$ cat src/rtl/parity_pkg.sv
// Shared constants for the streaming parity generator/checker.
// Parity-mode encodings and the error-counter width.
package parity_pkg;

    localparam int PARITY_EVEN = 0;
    localparam int PARITY_ODD  = 1;
    localparam int ERRCNT_W    = 16;

endpackage

$ cat src/rtl/parity_stream_if.sv
// Beat-in / result-out handshake bundle for parity_stream.
// master drives beats and consumes results; slave is the block.
interface parity_stream_if #(
    parameter int WIDTH = 8,
    parameter int CNT_W = 8
);

    logic             in_valid;
    logic             in_ready;
    logic [WIDTH-1:0] in_data;
    logic             in_last;
    logic             in_chk_en;
    logic             in_chk_bit;
    logic             out_valid;
    logic             out_ready;
    logic             out_parity;
    logic             out_error;
    logic [CNT_W-1:0] out_beats;

    modport master (
        output in_valid, in_data, in_last,
        output in_chk_en, in_chk_bit, out_ready,
        input  in_ready, out_valid, out_parity,
        input  out_error, out_beats
    );

    modport slave (
        input  in_valid, in_data, in_last,
        input  in_chk_en, in_chk_bit, out_ready,
        output in_ready, out_valid, out_parity,
        output out_error, out_beats
    );

endinterface

$ cat src/rtl/parity_tree.sv
// Balanced XOR reduction of a WIDTH-bit word.
// Recursively halves the word so depth is ceil(log2(WIDTH)).
module parity_tree #(
    parameter int WIDTH = 8
) (
    input  logic [WIDTH-1:0] data,
    output logic             parity
);

    generate
        if (WIDTH == 1) begin : g_leaf
            assign parity = data[0];
        end else begin : g_node
            localparam int LO = WIDTH / 2;
            logic p_lo;
            logic p_hi;

            parity_tree #(.WIDTH(LO)) u_lo (
                .data   (data[LO-1:0]),
                .parity (p_lo)
            );

            parity_tree #(.WIDTH(WIDTH - LO)) u_hi (
                .data   (data[WIDTH-1:LO]),
                .parity (p_hi)
            );

            assign parity = p_lo ^ p_hi;
        end
    endgenerate

endmodule

$ cat src/rtl/parity_stream.sv
// Streaming frame parity generator/checker with a one-deep result register.
// PARITY_STREAM_ERRCNT_EN adds a saturating 16-bit err_count output.
module parity_stream
    import parity_pkg::*;
#(
    parameter int WIDTH = 8,
    parameter int ODD   = 0,
    parameter int CNT_W = 8
) (
    input  logic                clk,
    input  logic                rst_n,
    parity_stream_if.slave      s
`ifdef PARITY_STREAM_ERRCNT_EN
    ,
    output logic [ERRCNT_W-1:0] err_count
`endif
);

    typedef struct packed {
        logic             parity;
        logic             error;
        logic [CNT_W-1:0] beats;
    } parity_result_t;

    localparam logic ODD_BIT = (ODD == PARITY_ODD);

    parity_result_t   res;
    parity_result_t   res_nxt;
    logic             res_valid;
    logic             acc;
    logic [CNT_W-1:0] cnt;
    logic [CNT_W-1:0] cnt_inc;
    logic             beat_par;
    logic             accept;
    logic             fire;

    parity_tree #(.WIDTH(WIDTH)) u_tree (
        .data   (s.in_data),
        .parity (beat_par)
    );

    assign s.in_ready = rst_n && (!res_valid || s.out_ready);
    assign accept     = s.in_valid && s.in_ready;
    assign fire       = res_valid && s.out_ready;
    assign cnt_inc    = (&cnt) ? cnt : cnt + CNT_W'(1);

    always_comb begin
        res_nxt        = '0;
        res_nxt.parity = acc ^ beat_par ^ ODD_BIT;
        res_nxt.error  = s.in_chk_en
                       && (res_nxt.parity != s.in_chk_bit);
        res_nxt.beats  = cnt_inc;
    end

    // A last beat accepted in the same cycle as a consume reloads
    // the register, so the later assignment keeps out_valid high.
    always_ff @(posedge clk) begin
        if (!rst_n) begin
            res       <= '0;
            res_valid <= 1'b0;
            acc       <= 1'b0;
            cnt       <= '0;
        end else begin
            if (fire)
                res_valid <= 1'b0;
            if (accept) begin
                if (s.in_last) begin
                    res       <= res_nxt;
                    res_valid <= 1'b1;
                    acc       <= 1'b0;
                    cnt       <= '0;
                end else begin
                    acc <= acc ^ beat_par;
                    cnt <= cnt_inc;
                end
            end
        end
    end

`ifdef PARITY_STREAM_ERRCNT_EN
    always_ff @(posedge clk) begin
        if (!rst_n)
            err_count <= '0;
        else if (accept && s.in_last && res_nxt.error
                 && !(&err_count))
            err_count <= err_count + ERRCNT_W'(1);
    end
`endif

    assign s.out_valid  = res_valid;
    assign s.out_parity = res.parity;
    assign s.out_error  = res.error;
    assign s.out_beats  = res.beats;

endmodule

$ cat src/flat_wrapper.sv
// flat-port wrapper written by rule: the top's interface ports become plain ports
module parity_stream_flat import parity_pkg::*;
#(
    parameter int WIDTH = 8,
    parameter int ODD   = 0,
    parameter int CNT_W = 8
)
  (clk, rst_n, s_in_valid, s_in_data, s_in_last, s_in_chk_en, s_in_chk_bit, s_out_ready, s_in_ready, s_out_valid, s_out_parity, s_out_error, s_out_beats);
  parity_stream_if #(.WIDTH(WIDTH), .CNT_W(CNT_W)) s_i ();
  input  logic clk;
  input  logic rst_n;
  input wire logic [$bits(s_i.in_valid)-1:0] s_in_valid;
  input wire logic [$bits(s_i.in_data)-1:0] s_in_data;
  input wire logic [$bits(s_i.in_last)-1:0] s_in_last;
  input wire logic [$bits(s_i.in_chk_en)-1:0] s_in_chk_en;
  input wire logic [$bits(s_i.in_chk_bit)-1:0] s_in_chk_bit;
  input wire logic [$bits(s_i.out_ready)-1:0] s_out_ready;
  output wire logic [$bits(s_i.in_ready)-1:0] s_in_ready;
  output wire logic [$bits(s_i.out_valid)-1:0] s_out_valid;
  output wire logic [$bits(s_i.out_parity)-1:0] s_out_parity;
  output wire logic [$bits(s_i.out_error)-1:0] s_out_error;
  output wire logic [$bits(s_i.out_beats)-1:0] s_out_beats;
  assign s_i.in_valid = s_in_valid;
  assign s_i.in_data = s_in_data;
  assign s_i.in_last = s_in_last;
  assign s_i.in_chk_en = s_in_chk_en;
  assign s_i.in_chk_bit = s_in_chk_bit;
  assign s_i.out_ready = s_out_ready;
  assign s_in_ready = s_i.in_ready;
  assign s_out_valid = s_i.out_valid;
  assign s_out_parity = s_i.out_parity;
  assign s_out_error = s_i.out_error;
  assign s_out_beats = s_i.out_beats;
  parity_stream #(.WIDTH(WIDTH), .ODD(ODD), .CNT_W(CNT_W)) u_core (.clk(clk), .rst_n(rst_n), .s(s_i));
endmodule
$ cat config.mk
export PLATFORM = sky130hd
export DESIGN_NAME = parity_stream_flat
export DESIGN_NICKNAME = d
export VERILOG_FILES = /design/src/rtl/parity_pkg.sv /design/src/rtl/parity_stream_if.sv /design/src/rtl/parity_tree.sv /design/src/rtl/parity_stream.sv /design/src/flat_wrapper.sv
export SDC_FILE = /design/constraint.sdc
export NUM_CORES = 1
export LEC_CHECK = 0
export BUFFER_PORTS_ARGS = -buffer_cell sky130_fd_sc_hd__buf_4
export CAP_MARGIN = 20
export CORE_MARGIN = 1
export CORE_UTILIZATION = 35
export DETAILED_ROUTE_END_ITERATION = 16
export SYNTH_ARGS = -nofsm -noshare
export SYNTH_HDL_FRONTEND = slang
export SYNTH_SLANG_ARGS = --single-unit
$ cat constraint.sdc
create_clock -name clk -period 1.75 [get_ports clk]
set_input_delay 0.35 -clock clk [delete_from_list [all_inputs] [get_ports clk]]
set_output_delay 0.35 -clock clk [all_outputs]
set_load 0.03 [all_outputs]
==> summary.md, run 1 <==
| Metric | Value |
|---|---|
| Synth cell count leaders | 20 x sky130_fd_sc_hd__dfxtp_1, 15 x sky130_fd_sc_hd__nand2_1, 14 x sky130_fd_sc_hd__nor2_1 |
| Share of synthesized cell area in full adder, half adder and majority cells | 1.24% |
| Wire length of the first global-routing pass | 4070 um |
| Final worst-path cycle share | 87.7% |
| Async set-reset flop share out of synthesis | 0% |
| Number of hold buffers added after cts | 0 |
| Worst VDD drop | 0.333 mV |
| Multiplexer area fraction after synthesis | less than 1% |
| Ratio of cells with drive above 1 in the final layout | 28.5% |
| Total of buffers placed on input and output ports | 26 |
| Largest fanout on the critical path | 6 |
| CTS tree | yes |
| Final HPWL from detailed placement | 1640 um |
| Number of pins exceeding their max-slew limit in the final report | 0 |
| Fin. Hold Viols | 0 |
| Number of DRC markers after the initial detailed-route iteration | 32 |
| Clock edge transition at the registers on the reported setup and hold paths | 0.12 ns |
| Synth Instances | 118 |
| Critical path arrival | 1.74 ns |
| Total overflow reported by the global router | 0 |
| Post-route clock skew | 0.000689 ns |
| Final setup TNS | 0 ns |
| Die area | 3090 um2 |
| Floorplan die width | 55.6 um |
| Worst Path Required | around 2.0 ns |
| Number of maximum-capacitance violations | 0 |
| Mapped Nets | ~130 |
| Synth Area in XOR/XNOR | around an eighth |
| Area share of the largest cell type after synthesis | around two fifths |
| Overall routing resource usage | approximately 17% |
| Total power per unit cell area | around 700 nW/um2 |
| Drc violations | 0 |
| Unrepaired setup endpoints after global routing | false |
| IO Count | 27 |
| Count of warnings emitted by yosys | 0 |
| Most used flip-flop cell after synthesis | sky130_fd_sc_hd__dfxtp_1 |
| Final setup violation count | 0 |
| Clock latency reported for the late side of the worst-skew pair | 0.31 ns |
| Upper clock frequency limit | approximately 650 MHz |
| Master cell of the clock root buffer | sky130_fd_sc_hd__clkbuf_4 |
| Run status | finished clean |
| FF/Latch Area | ~400 um2 |
| # nets final | 168 |
| Post-route insts no fill | 182 |
| Post-synthesis instance area | approximately 1000 um2 |
| Largest net degree at the start of global routing | 20 |
| Area of the core | 2730 um2 |
| Startpoint type of the worst setup path | flip-flop |
| Post-synth EDFFs | 0 |
| Count of nets left with antenna violations after detail routing | 0 |
| Cell area after placement | 1270 um2 |
| Slew at the pin closest to its max-slew limit | between 0.2 and 0.3 ns |
| Main area contributors after synthesis | sky130_fd_sc_hd__dfxtp_1 40%, sky130_fd_sc_hd__a21oi_1 6.0%, sky130_fd_sc_hd__nand2_1 5.6% |
| Leakage power figure | approximately 0.55 nW |
| Number of clock sinks | 20 |
| Footprint of the multi-input gates | between 500 and 600 um2 |
| Most common cell in the netlist | sky130_fd_sc_hd__dfxtp_1 |
| Area of all placed cells without fillers | 1320 um2 |
| Via-per-instance ratio | about 5.1 |
| Initial Utilization | 36.8% |
| H-tree levels | 1 |
| CTS max path bufs | 2 |
| WL per Instance | between 10 and 15 um |
| Sequential fraction of the synthesis area | between 30% and 40% |
| Initial antenna violation count | 0 |
| Type of element capturing the critical path | flip-flop |
| Relative slew slack | 81.2% |
| Path category of the worst min-delay check | in2reg |
| Post-route minimum period | 1.53 ns |
| Critical setup path kind | reg2reg |
| Largest family of logic cells by synthesized area | compound AO/OA/AOI/OAI gates |
| Cells after DPL | 178 |
| Length of the first detailed-routing pass in iterations | 4 |
| Synth Register Bits | 20 |
| Post-synth cell types | 32 |
| N_diodes | 0 |
| Post-CTS repair timing setup buffer count | 0 |
| Vias after detailed routing | 936 |
| Fraction of the mapped netlist area in compound gates | 21.0% |
| Number of buffers added by the clock tree synthesis step | 3 |
| Die height | 55.6 um |
| Post-Synth Simple-Gate Area | 21.0% |
| Number of fill cells in the layout | 280 |
| Area growth from synthesis to layout | 30.7% |
| Average size of a mapped cell | 8.53 um2 |
| Largest area contributor in the netlist | sky130_fd_sc_hd__dfxtp_1 |
| Site row count | 19 |
| Global placement routability congestion | ~0.76 |
| Final Routed Wirelength | about 2300 um |
| Vias in the first global route | 883 |
| Post-cts gate resize count | 0 |
## kinds of logic (layout without fill, tap and decap cells)
logic type | after synthesis | after routing
multiplexers | 1 | 1
XOR/XNOR | 12 | 12
buffers and inverters | 6 | 39
adder cells (fa/ha/maj) | 1 | 1
flip-flops | 20 | 20
AND/OR/NAND/NOR | 46 | 46
AO/OA/AOI/OAI | 32 | 32
## per-layer routing
metal  vias up  routed length, um  part of all wire, %  track usage (%)
met5         -                  0                    0                0
met4         0                 40                  1.8             7.50
met3         5                106                  4.7             3.26
met2        24                959                   42             24.8
met1       421               1160                   51             23.3
li1        486                  -                    -                -
## flip-flops by register name (all words and copies together) (netlist names)
signal and flops:
u_core.s.out_valid 1, u_core.cnt 8, u_core.s.out_error 1, u_core.acc 1, u_core.s.out_beats 8, u_core.s.out_parity 1
## final cells by class
| class | instances | area share [%] |
|---|---|---|
| sequential | 20 | 30.5 |
| timing repair buffer | 33 | 18.8 |
| multi-input combinational | 92 | 44.3 |
| inverter | 2 | 0.571 |
| clock buffer | 4 | 2.76 |
| tap | 31 | 2.95 |
## critical path, stage by stage, from the launching register on
cell and delay [ns]:
sky130_fd_sc_hd__dfxtp_2 0.37, sky130_fd_sc_hd__ha_1 0.20, sky130_fd_sc_hd__and3_1 0.24, sky130_fd_sc_hd__a211oi_4 0.30
sky130_fd_sc_hd__o21ai_0 0.11, sky130_fd_sc_hd__a22oi_1 0.16, sky130_fd_sc_hd__nor2_1 0.05
## cell usage in the layout, fill, tap and decap left out, types with 2 or more instances in the layout
cell and instances:
sky130_fd_sc_hd__and3_1 3, sky130_fd_sc_hd__nor2_1 14, sky130_fd_sc_hd__clkbuf_4 3, sky130_fd_sc_hd__dfxtp_1 19, sky130_fd_sc_hd__nand2_1 14, sky130_fd_sc_hd__a31oi_1 2
sky130_fd_sc_hd__a211oi_1 4, sky130_fd_sc_hd__nor3_1 3, sky130_fd_sc_hd__buf_4 33, sky130_fd_sc_hd__o21ai_1 2, sky130_fd_sc_hd__nand3_1 5, sky130_fd_sc_hd__xnor2_1 6
sky130_fd_sc_hd__a22oi_1 6, sky130_fd_sc_hd__xor2_1 3, sky130_fd_sc_hd__a21oi_1 12, sky130_fd_sc_hd__o21ai_0 2, sky130_fd_sc_hd__xnor2_2 2
## report_power, final
part           internal (W)  switching, W
Combinational     0.0000961     0.0000945
Sequential         0.000469    0.00000829
Clock              0.000127      0.000152
Total              0.000692      0.000255
## worst paths after layout
| path | startpoint | to | slack, ns | cells after the start |
|---|---|---|---|---|
| hold reg to reg | u_core.s.out_beats[6] | u_core.s.out_beats[6] | 0.47 | 2 |
| hold / removal | s_in_chk_en | u_core.s.out_error | 0.28 | 3 |
| setup reg to reg | u_core.cnt[0] | u_core.cnt[5] | 0.22 | 6 |
| setup / recovery | u_core.cnt[0] | u_core.cnt[5] | 0.22 | 6 |
## per-stage QoR
stage	hold slack [ns]	total power (W)	worst slack [ns]	util (%)
2_1_floorplan	0.483	0.000609	0.257	-
3_3_place_gp	0.446	0.000676	0.146	46.6
3_5_place_dp	0.453	0.000679	0.113	46.6
4_1_cts	0.283	0.000957	0.115	47.9
5_1_grt	0.282	0.000995	0.0435	48.1
6_report	0.281	0.000946	0.216	48.1
Power figures use the tool's default switching activity.
==> inputs of run 2 (changes only) <==
- clock period: 1.75 -> 1.94 ns (I/O delays scaled with it)
==> run 2 against run 1 <==
Against the previous run:
- utilization down 1.3 points
- cell count down 2.2%
- non-clock buffer count down 4
- largest power group unchanged
- worst setup slack worse by 0.030 ns
- power down 11%
- design area down 2.7%
- clock power down 12%
- combinational power down 10%
- clock skew up 0.0032 ns
==> summary.md, run 2 (same netlist as run 1, synthesis figures left out) <==
| Metric | Value |
|---|---|
| Run status | finished clean |
| Global placement routability congestion | 0.785 (+3.1%) |
| Total power per unit cell area | 661 nW/um2 (-8.1%) |
| Fraction of power consumed by sequential logic | 50.8% (+0.4 points) |
| Initial antenna violation count | 0 (unchanged) |
| Via-per-instance ratio | 5.25 (+2.1%) |
| Final setup violation count | 0 (unchanged) |
| Post-route insts no fill | 178 (-2.2%) |
| Fin. Hold Viols | 0 (unchanged) |
| Post-route minimum period | 1.75 ns (+0.220 ns) |
| Most used cells in the layout excluding fill and tap cells | 29 x sky130_fd_sc_hd__buf_4, 20 x sky130_fd_sc_hd__dfxtp_1, 15 x sky130_fd_sc_hd__nand2_1 |
| Total of buffers placed on input and output ports | 26 (unchanged) |
| Floorplan die width | 55.6 um (unchanged) |
| Fin util | 46.8% (-1.3 points) |
| Worst Path Required | 2.15 ns (+0.19 ns) |
| Master cell of the clock root buffer | sky130_fd_sc_hd__clkbuf_4 |
| Startpoint type of the worst setup path | flip-flop |
| Type of element capturing the critical path | flip-flop |
| Master of the slowest instance on the critical path | sky130_fd_sc_hd__dfxtp_1 |
| Wire length of the first global-routing pass | 3770 um (-7.3%) |
| Top cell by count, worst path | sky130_fd_sc_hd__nand2_1 |
| Number of DRC markers after the initial detailed-route iteration | 26 (-19%) |
| Final HPWL from detailed placement | 1680 um (+2.2%) |
| CTS max path bufs | 2 (unchanged) |
| Clock latency reported for the late side of the worst-skew pair | 0.31 ns (about the same) |
| Site row count | 19 (unchanged) |
| Total overflow reported by the global router | 0 (unchanged) |
| Final worst-path cycle share | 90.4% (+2.7 points) |
| Worst hold slack across all endpoints | 0.316 ns (+0.0348 ns) |
| Cell area after placement | 1240 um2 (-2.4%) |
| Overall routing resource usage | 15.7% (-0.94 points) |
| CTS tree | yes |
| Count of nets left with antenna violations after detail routing | 0 (unchanged) |
| Leading cell type in the layout, fill and taps excluded | sky130_fd_sc_hd__buf_4 |
| Length of the first detailed-routing pass in iterations | 4 (unchanged) |
| Unrepaired setup endpoints after global routing | false |
| Int Pwr | 0.000621 W (-10%) |
| Number of pins exceeding their max-slew limit in the final report | 0 (unchanged) |
| Proportion of power drawn by combinational gates | 20.2% (about the same) |
| IO Count | 27 (unchanged) |
| Largest net degree at the start of global routing | 20 (unchanged) |
| Upper clock frequency limit | 570 MHz (-13%) |
| Slew at the pin closest to its max-slew limit | 0.519 ns (+0.237 ns) |
| Post-CTS repair timing setup buffer count | 0 (unchanged) |
| Critical path arrival | 1.97 ns (+0.23 ns) |
| WL per Instance | 12.6 um (+1.4%) |
| Power dissipated by switching net loads | 0.000225 W (-12%) |
| Drc violations | 0 (unchanged) |
| Vias after detailed routing | 935 (-0.11%) |
| Worst VDD drop | 0.388 mV (+17%) |
| Ratio of cells with drive above 1 in the final layout | 24.5% (-4.0 points) |
| Area of all placed cells without fillers | 1280 um2 (-2.7%) |
| H-tree levels | 1 (unchanged) |
| Area growth from synthesis to layout | 27.2% |
| Die height | 55.6 um (unchanged) |
| Relative slew slack | 65.2% (-16 points) |
| Area of the core | 2730 um2 (unchanged) |
| Clock network fraction of total power | 29.0% (-0.5 points) |
| List of cells traversed by the critical path | ha_1, and3_1, nand2_1, nand3_1, nand2_1, a211oi_1 |
| # nets final | 164 (-2.4%) |
| Number of fill cells in the layout | 282 (+0.71%) |
| Initial Utilization | 36.8% (unchanged) |
| Critical setup path kind | reg2reg |
| Critical path's largest stage delay | 0.44 ns (+0.07 ns) |
| Post-cts gate resize count | 0 (unchanged) |
| Final Routed Wirelength | 2250 um (-0.84%) |
| Number of maximum-capacitance violations | 0 (unchanged) |
| Number of clock sinks | 20 (unchanged) |
| Leakage power figure | 0.525 nW (-4.1%) |
| Path category of the worst min-delay check | in2reg |
| Cells after DPL | 174 (-2.2%) |
| N_diodes | 0 (unchanged) |
| Largest fanout on the critical path | 7 (+1) |
| Number of buffers added by the clock tree synthesis step | 3 (unchanged) |
| Die area | 3090 um2 (unchanged) |
| Number of hold buffers added after cts | 0 (unchanged) |
| Final setup TNS | 0 ns (unchanged) |
| Clock edge transition at the registers on the reported setup and hold paths | 0.11 ns (about the same) |
| Switching share of power | 26.6% (-0.33 points) |
| Vias in the first global route | 854 (-3.3%) |
| Post-route clock skew | 0.00388 ns (+0.00319 ns) |
run 2: changes by cell type in the layout (fill, tap and decap cells not counted), sizes merged:
| cell | delta |
|---|---|
| buf | -4 |
run 2: final cells by class:
class,instances,area (um2),share of cell area (%)
well taps,31,38.8,3.03
multi-input cells,92,579,45.3
flip-flops and latches,20,400,31.3
clock buffers,4,36.3,2.83
repair buffers,29,218,17.0
inverters,2,7.51,0.587
run 2: stage by stage:
stage	total power, W	setup slack [ns]
detailed placement	0.000612	0.219
global placement	0.000609	0.248
global route	0.000894	0.0382
CTS	0.000859	0.194
floorplan	0.000549	0.447
finish	0.000846	0.186
run 2: critical path: cells and delay by family (launching register included):
| family | cells | cell delay [ns] |
|---|---|---|
| AND/OR/NAND/NOR | 4 | 0.69 |
| flip-flops | 1 | 0.44 |
| adder cells (fa/ha/maj) | 1 | 0.30 |
| AO/OA/AOI/OAI | 1 | 0.24 |
run 2: power groups by stage:
stage	Sequential, W	Combinational, W	Clock, W
global placement	0.000438	0.000171	0
CTS	0.000430	0.000173	0.000256
finish	0.000430	0.000171	0.000245
detailed placement	0.000440	0.000172	0
floorplan	0.000456	0.0000930	0
global route	0.000432	0.000186	0.000276
run 2: final timing paths:
check / startpoint / to / slack (ns) / cells past startpoint
max: u_core.cnt[0] / u_core.cnt[2] / 0.19 / 6
min: s_in_chk_en / u_core.s.out_error / 0.32 / 3
max reg2reg: u_core.cnt[0] / u_core.cnt[2] / 0.19 / 6
min reg2reg: u_core.s.out_beats[0] / u_core.s.out_beats[0] / 0.47 / 2
run 2: layer usage:
metal / routed length (um) / track usage, % / up-vias
met4: 56 / 8.57 / 0
li1: - / - / 474
met3: 111 / 3.02 / 5
met1: 1020 / 19.7 / 429
met5: 0 / 0 / -
met2: 1060 / 25.5 / 27
==> inputs of run 3 (changes only) <==
- SYNTH_HIERARCHICAL: not set -> 1
==> run 3 against run 2 <==
Against the previous run:
- utilization decreased by 3.1 points
- sequential power about the same
- synthesized cell count increased by 6.8%
- design area increased by 3.3%
==> summary.md, run 3 <==
| Metric | Value |
|---|---|
| Run status | finished clean |
| Upper clock frequency limit | 595 MHz (+4.3%) |
| Total of buffers placed on input and output ports | 26 (unchanged) |
| Vias after detailed routing | 959 (+2.6%) |
| N_diodes | 0 (unchanged) |
| End of the worst register-to-register path | u_core/cnt[1] |
| Sequential fraction of the synthesis area | 36.3% (-3.5 points) |
| Die area | 3380 um2 (+9.3%) |
| Critical path arrival | 1.90 ns (-0.07 ns) |
| Clock network fraction of total power | 37.9% (+8.9 points) |
| Startpoint of the worst-slack reg-to-reg timing path | u_core/cnt[0] |
| H-tree levels | 1 (unchanged) |
| Leading cell type in the layout, fill and taps excluded | sky130_fd_sc_hd__buf_4 |
| Critical setup path kind | reg2reg |
| Average size of a mapped cell | 8.76 um2 (+2.7%) |
| Final setup violation count | 0 (unchanged) |
| # nets final | 160 (-2.4%) |
| Async set-reset flop share out of synthesis | 0% (unchanged) |
| Sum of internal, switching and leakage power | 0.000921 W (+8.8%) |
| Number of pins exceeding their max-slew limit in the final report | 0 (unchanged) |
| Post-cts gate resize count | 0 (unchanged) |
| Startpoint type of the worst setup path | flip-flop |
| Site row count | 20 (+1) |
| Area share of the largest cell type after synthesis | 36.3% (-3.5 points) |
| Clock edge transition at the registers on the reported setup and hold paths | 0.12 ns (about the same) |
| Reg2reg path depth | 5 (-1) |
| Worst Path Required | 2.16 ns (about the same) |
| Critical path's largest stage delay | 0.45 ns (about the same) |
| CTS max path bufs | 2 (unchanged) |
| Final setup TNS | 0 ns (unchanged) |
| List of cells traversed by the critical path | ha_1, and4_1, nand2_4, and3_1, a31o_1 |
| Origin of the worst min-delay path | s_in_chk_en |
| Path category of the worst min-delay check | in2reg |
| Synth Register Bits | 20 (unchanged) |
| Post-route minimum period | 1.68 ns (-0.0722 ns) |
| Post-synthesis instance area | 1100 um2 (+9.7%) |
| Drc violations | 0 (unchanged) |
| Global placement routability congestion | 0.809 (+3.1%) |
| Proportion of power drawn by combinational gates | 15.6% (-4.6 points) |
| Area of the core | 3030 um2 (+11%) |
| GRT met3 Usage | 2.68% (-0.34 points) |
| Final HPWL from detailed placement | 1650 um (-1.7%) |
| Relative slew slack | 81.0% (+16 points) |
| Most used cells in the layout excluding fill and tap cells | 28 x sky130_fd_sc_hd__buf_4, 20 x sky130_fd_sc_hd__dfxtp_1, 11 x sky130_fd_sc_hd__nand2_1 |
| Count of warnings emitted by yosys | 6 (+6) |
| Initial Utilization | 36.4% (-0.35 points) |
| Number of instances on the worst hold path | 3 (unchanged) |
| Number of DRC markers after the initial detailed-route iteration | 23 (-12%) |
| Floorplan die width | 58.2 um (+4.6%) |
| Number of fill cells in the layout | 319 (+13%) |
| CP Buf/Inv Count | 0 (unchanged) |
| Synth Instances | 126 (+6.8%) |
| Largest delay contributor family on the critical path | simple AND/OR/NAND/NOR gates |
| Met2 GRT Util | 23.3% (-2.2 points) |
| Clock latency reported for the late side of the worst-skew pair | 0.31 ns (about the same) |
| Worst reg2reg setup slack | 0.26 ns (+0.07 ns) |
| Fraction of power consumed by sequential logic | 46.5% (-4.3 points) |
| Final worst-path cycle share | 86.7% (-3.7 points) |
| Via-per-instance ratio | 5.13 (-2.4%) |
| Leakage power figure | 0.573 nW (+9.1%) |
| Initial antenna violation count | 0 (unchanged) |
| WL per Instance | 12.1 um (-4.3%) |
| Routing layer with the top usage in global route | met2 |
| Total power per unit cell area | 696 nW/um2 (+5.3%) |
| Master cell of the clock root buffer | sky130_fd_sc_hd__clkbuf_4 |
| Post-CTS repair timing setup buffer count | 0 (unchanged) |
| Post-route clock skew | 0.00131 ns (-0.00257 ns) |
| Fin util | 43.7% (-3.1 points) |
| Largest net degree at the start of global routing | 22 (+10%) |
| Power dissipated by switching net loads | 0.000224 W (-0.43%) |
| Final Routed Wirelength | 2260 um (+0.58%) |
| Wire length of the first global-routing pass | 3770 um (-0.19%) |
| CTS tree | yes |
| Most used flip-flop cell after synthesis | sky130_fd_sc_hd__dfxtp_1 |
| Largest area contributor in the netlist | sky130_fd_sc_hd__dfxtp_1 |
| Main area contributors after synthesis | sky130_fd_sc_hd__dfxtp_1 36%, sky130_fd_sc_hd__xor2_1 5.6%, sky130_fd_sc_hd__buf_4 5.4% |
| Int Pwr | 0.000697 W (+12%) |
| Worst VDD drop | 0.266 mV (-31%) |
| PnR worst setup slack | 0.258 ns (+0.0722 ns) |
| Number of hold buffers added after cts | 0 (unchanged) |
| Area growth from synthesis to layout | 19.8% |
| Slew at the pin closest to its max-slew limit | 0.285 ns (-0.233 ns) |
| Number of buffers added by the clock tree synthesis step | 3 (unchanged) |
| Count of nets left with antenna violations after detail routing | 0 (unchanged) |
| IO Count | 27 (unchanged) |
| Type of element capturing the critical path | flip-flop |
| Overall routing resource usage | 14.7% (-1.0 points) |
| Die height | 58.2 um (+4.6%) |
| Number of maximum-capacitance violations | 0 (unchanged) |
| Total overflow reported by the global router | 0 (unchanged) |
| Master of the slowest instance on the critical path | sky130_fd_sc_hd__dfxtp_1 |
| Post-synth EDFFs | 0 (unchanged) |
| Vias in the first global route | 870 (+1.9%) |
| Largest fanout on the critical path | 8 (+1) |
| Most common cell in the netlist | sky130_fd_sc_hd__dfxtp_1 |
| Ratio of cells with drive above 1 in the final layout | 27.3% (+2.8 points) |
| Mapped Nets | 142 (+6.0%) |
| Global-route met1 utilization | 18.2% (-1.5 points) |
| Worst setup timing slack at the placement stage | 0.108 ns (-0.111 ns) |
| Fin. Hold Viols | 0 (unchanged) |
| Length of the first detailed-routing pass in iterations | 4 (unchanged) |
| Post-synth cell types | 41 (+28%) |
| Hold worst-path end | u_core/s.out_error |
| Switching share of power | 24.3% (-2.3 points) |
| Number of clock sinks | 20 (unchanged) |
| Synth cell count leaders | 20 x sky130_fd_sc_hd__dfxtp_1, 11 x sky130_fd_sc_hd__nand2_1, 10 x sky130_fd_sc_hd__nand3_1 |
| Unrepaired setup endpoints after global routing | false |
## run 3: area by class of cell
cell class	instances	area [um2]	area share (%)
multi-input cells	90	601	45.4
flip-flops and latches	20	400	30.3
repair buffers	28	210	15.9
well taps	44	55.1	4.16
clock inverters	1	30.0	2.27
clock buffers	3	22.5	1.70
inverters	1	3.75	0.284
## run 3: metrics by stage
| step | hold WS, ns | cells | instance area [um2] |
|---|---|---|---|
| 2_1_floorplan | 0.471 | 126 | 1100 |
| 3_3_place_gp | 0.449 | 183 | 1270 |
| 3_5_place_dp | 0.458 | 183 | 1270 |
| 4_1_cts | 0.331 | 187 | 1320 |
| 5_1_grt | 0.342 | 187 | 1320 |
| 6_report | 0.336 | 187 | 1320 |
## run 3: worst max-delay path by stage
stage | startpoint | endpoint | cells after the start
final | u_core/cnt[0] | u_core/cnt[1] | 5
after global routing | u_core/cnt[0] | u_core/s.out_beats[6] | 5
after CTS | u_core/cnt[0] | u_core/s.out_beats[5] | 5
after detailed placement | s_in_data[3] | u_core/s.out_error | 8
after global placement | s_in_data[5] | u_core/s.out_error | 8
after floorplan | s_in_data[1] | u_core/s.out_error | 8
## run 3: routing by layer
layer	part of all wire (%)	vias to the layer above
li1	-	480
met1	44	439
met2	49	36
met3	5.0	4
met4	2.0	0
met5	0	-
## run 3: power groups by stage
stage                     Clock [W]  Combinational (W)  Sequential [W]
final                      0.000349           0.000144        0.000428
after global routing       0.000373           0.000157        0.000430
after CTS                  0.000356           0.000145        0.000428
after detailed placement          0           0.000145        0.000437
after global placement            0           0.000140        0.000437
after floorplan                   0          0.0000957        0.000447
## run 3: kinds of logic (layout without fill, tap and decap cells)
logic type / after synthesis / after routing / share of synthesized area, %
xor gates and xnor gates: 10 / 10 / 7.94
adders and majority gates: 1 / 1 / 1.13
DFF: 20 / 20 / 36.3
buffers and inverters: 16 / 33 / 9.30
AOI/OAI and AO/OA: 32 / 32 / 20.7
muxes: 3 / 3 / 2.72
and+or+nand+nor: 44 / 44 / 21.9
## run 3: tightest hold or removal path, stage by stage
cell                       delay (ns)
sky130_fd_sc_hd__buf_4           0.11
sky130_fd_sc_hd__nand3_1         0.05
sky130_fd_sc_hd__a21boi_0        0.07
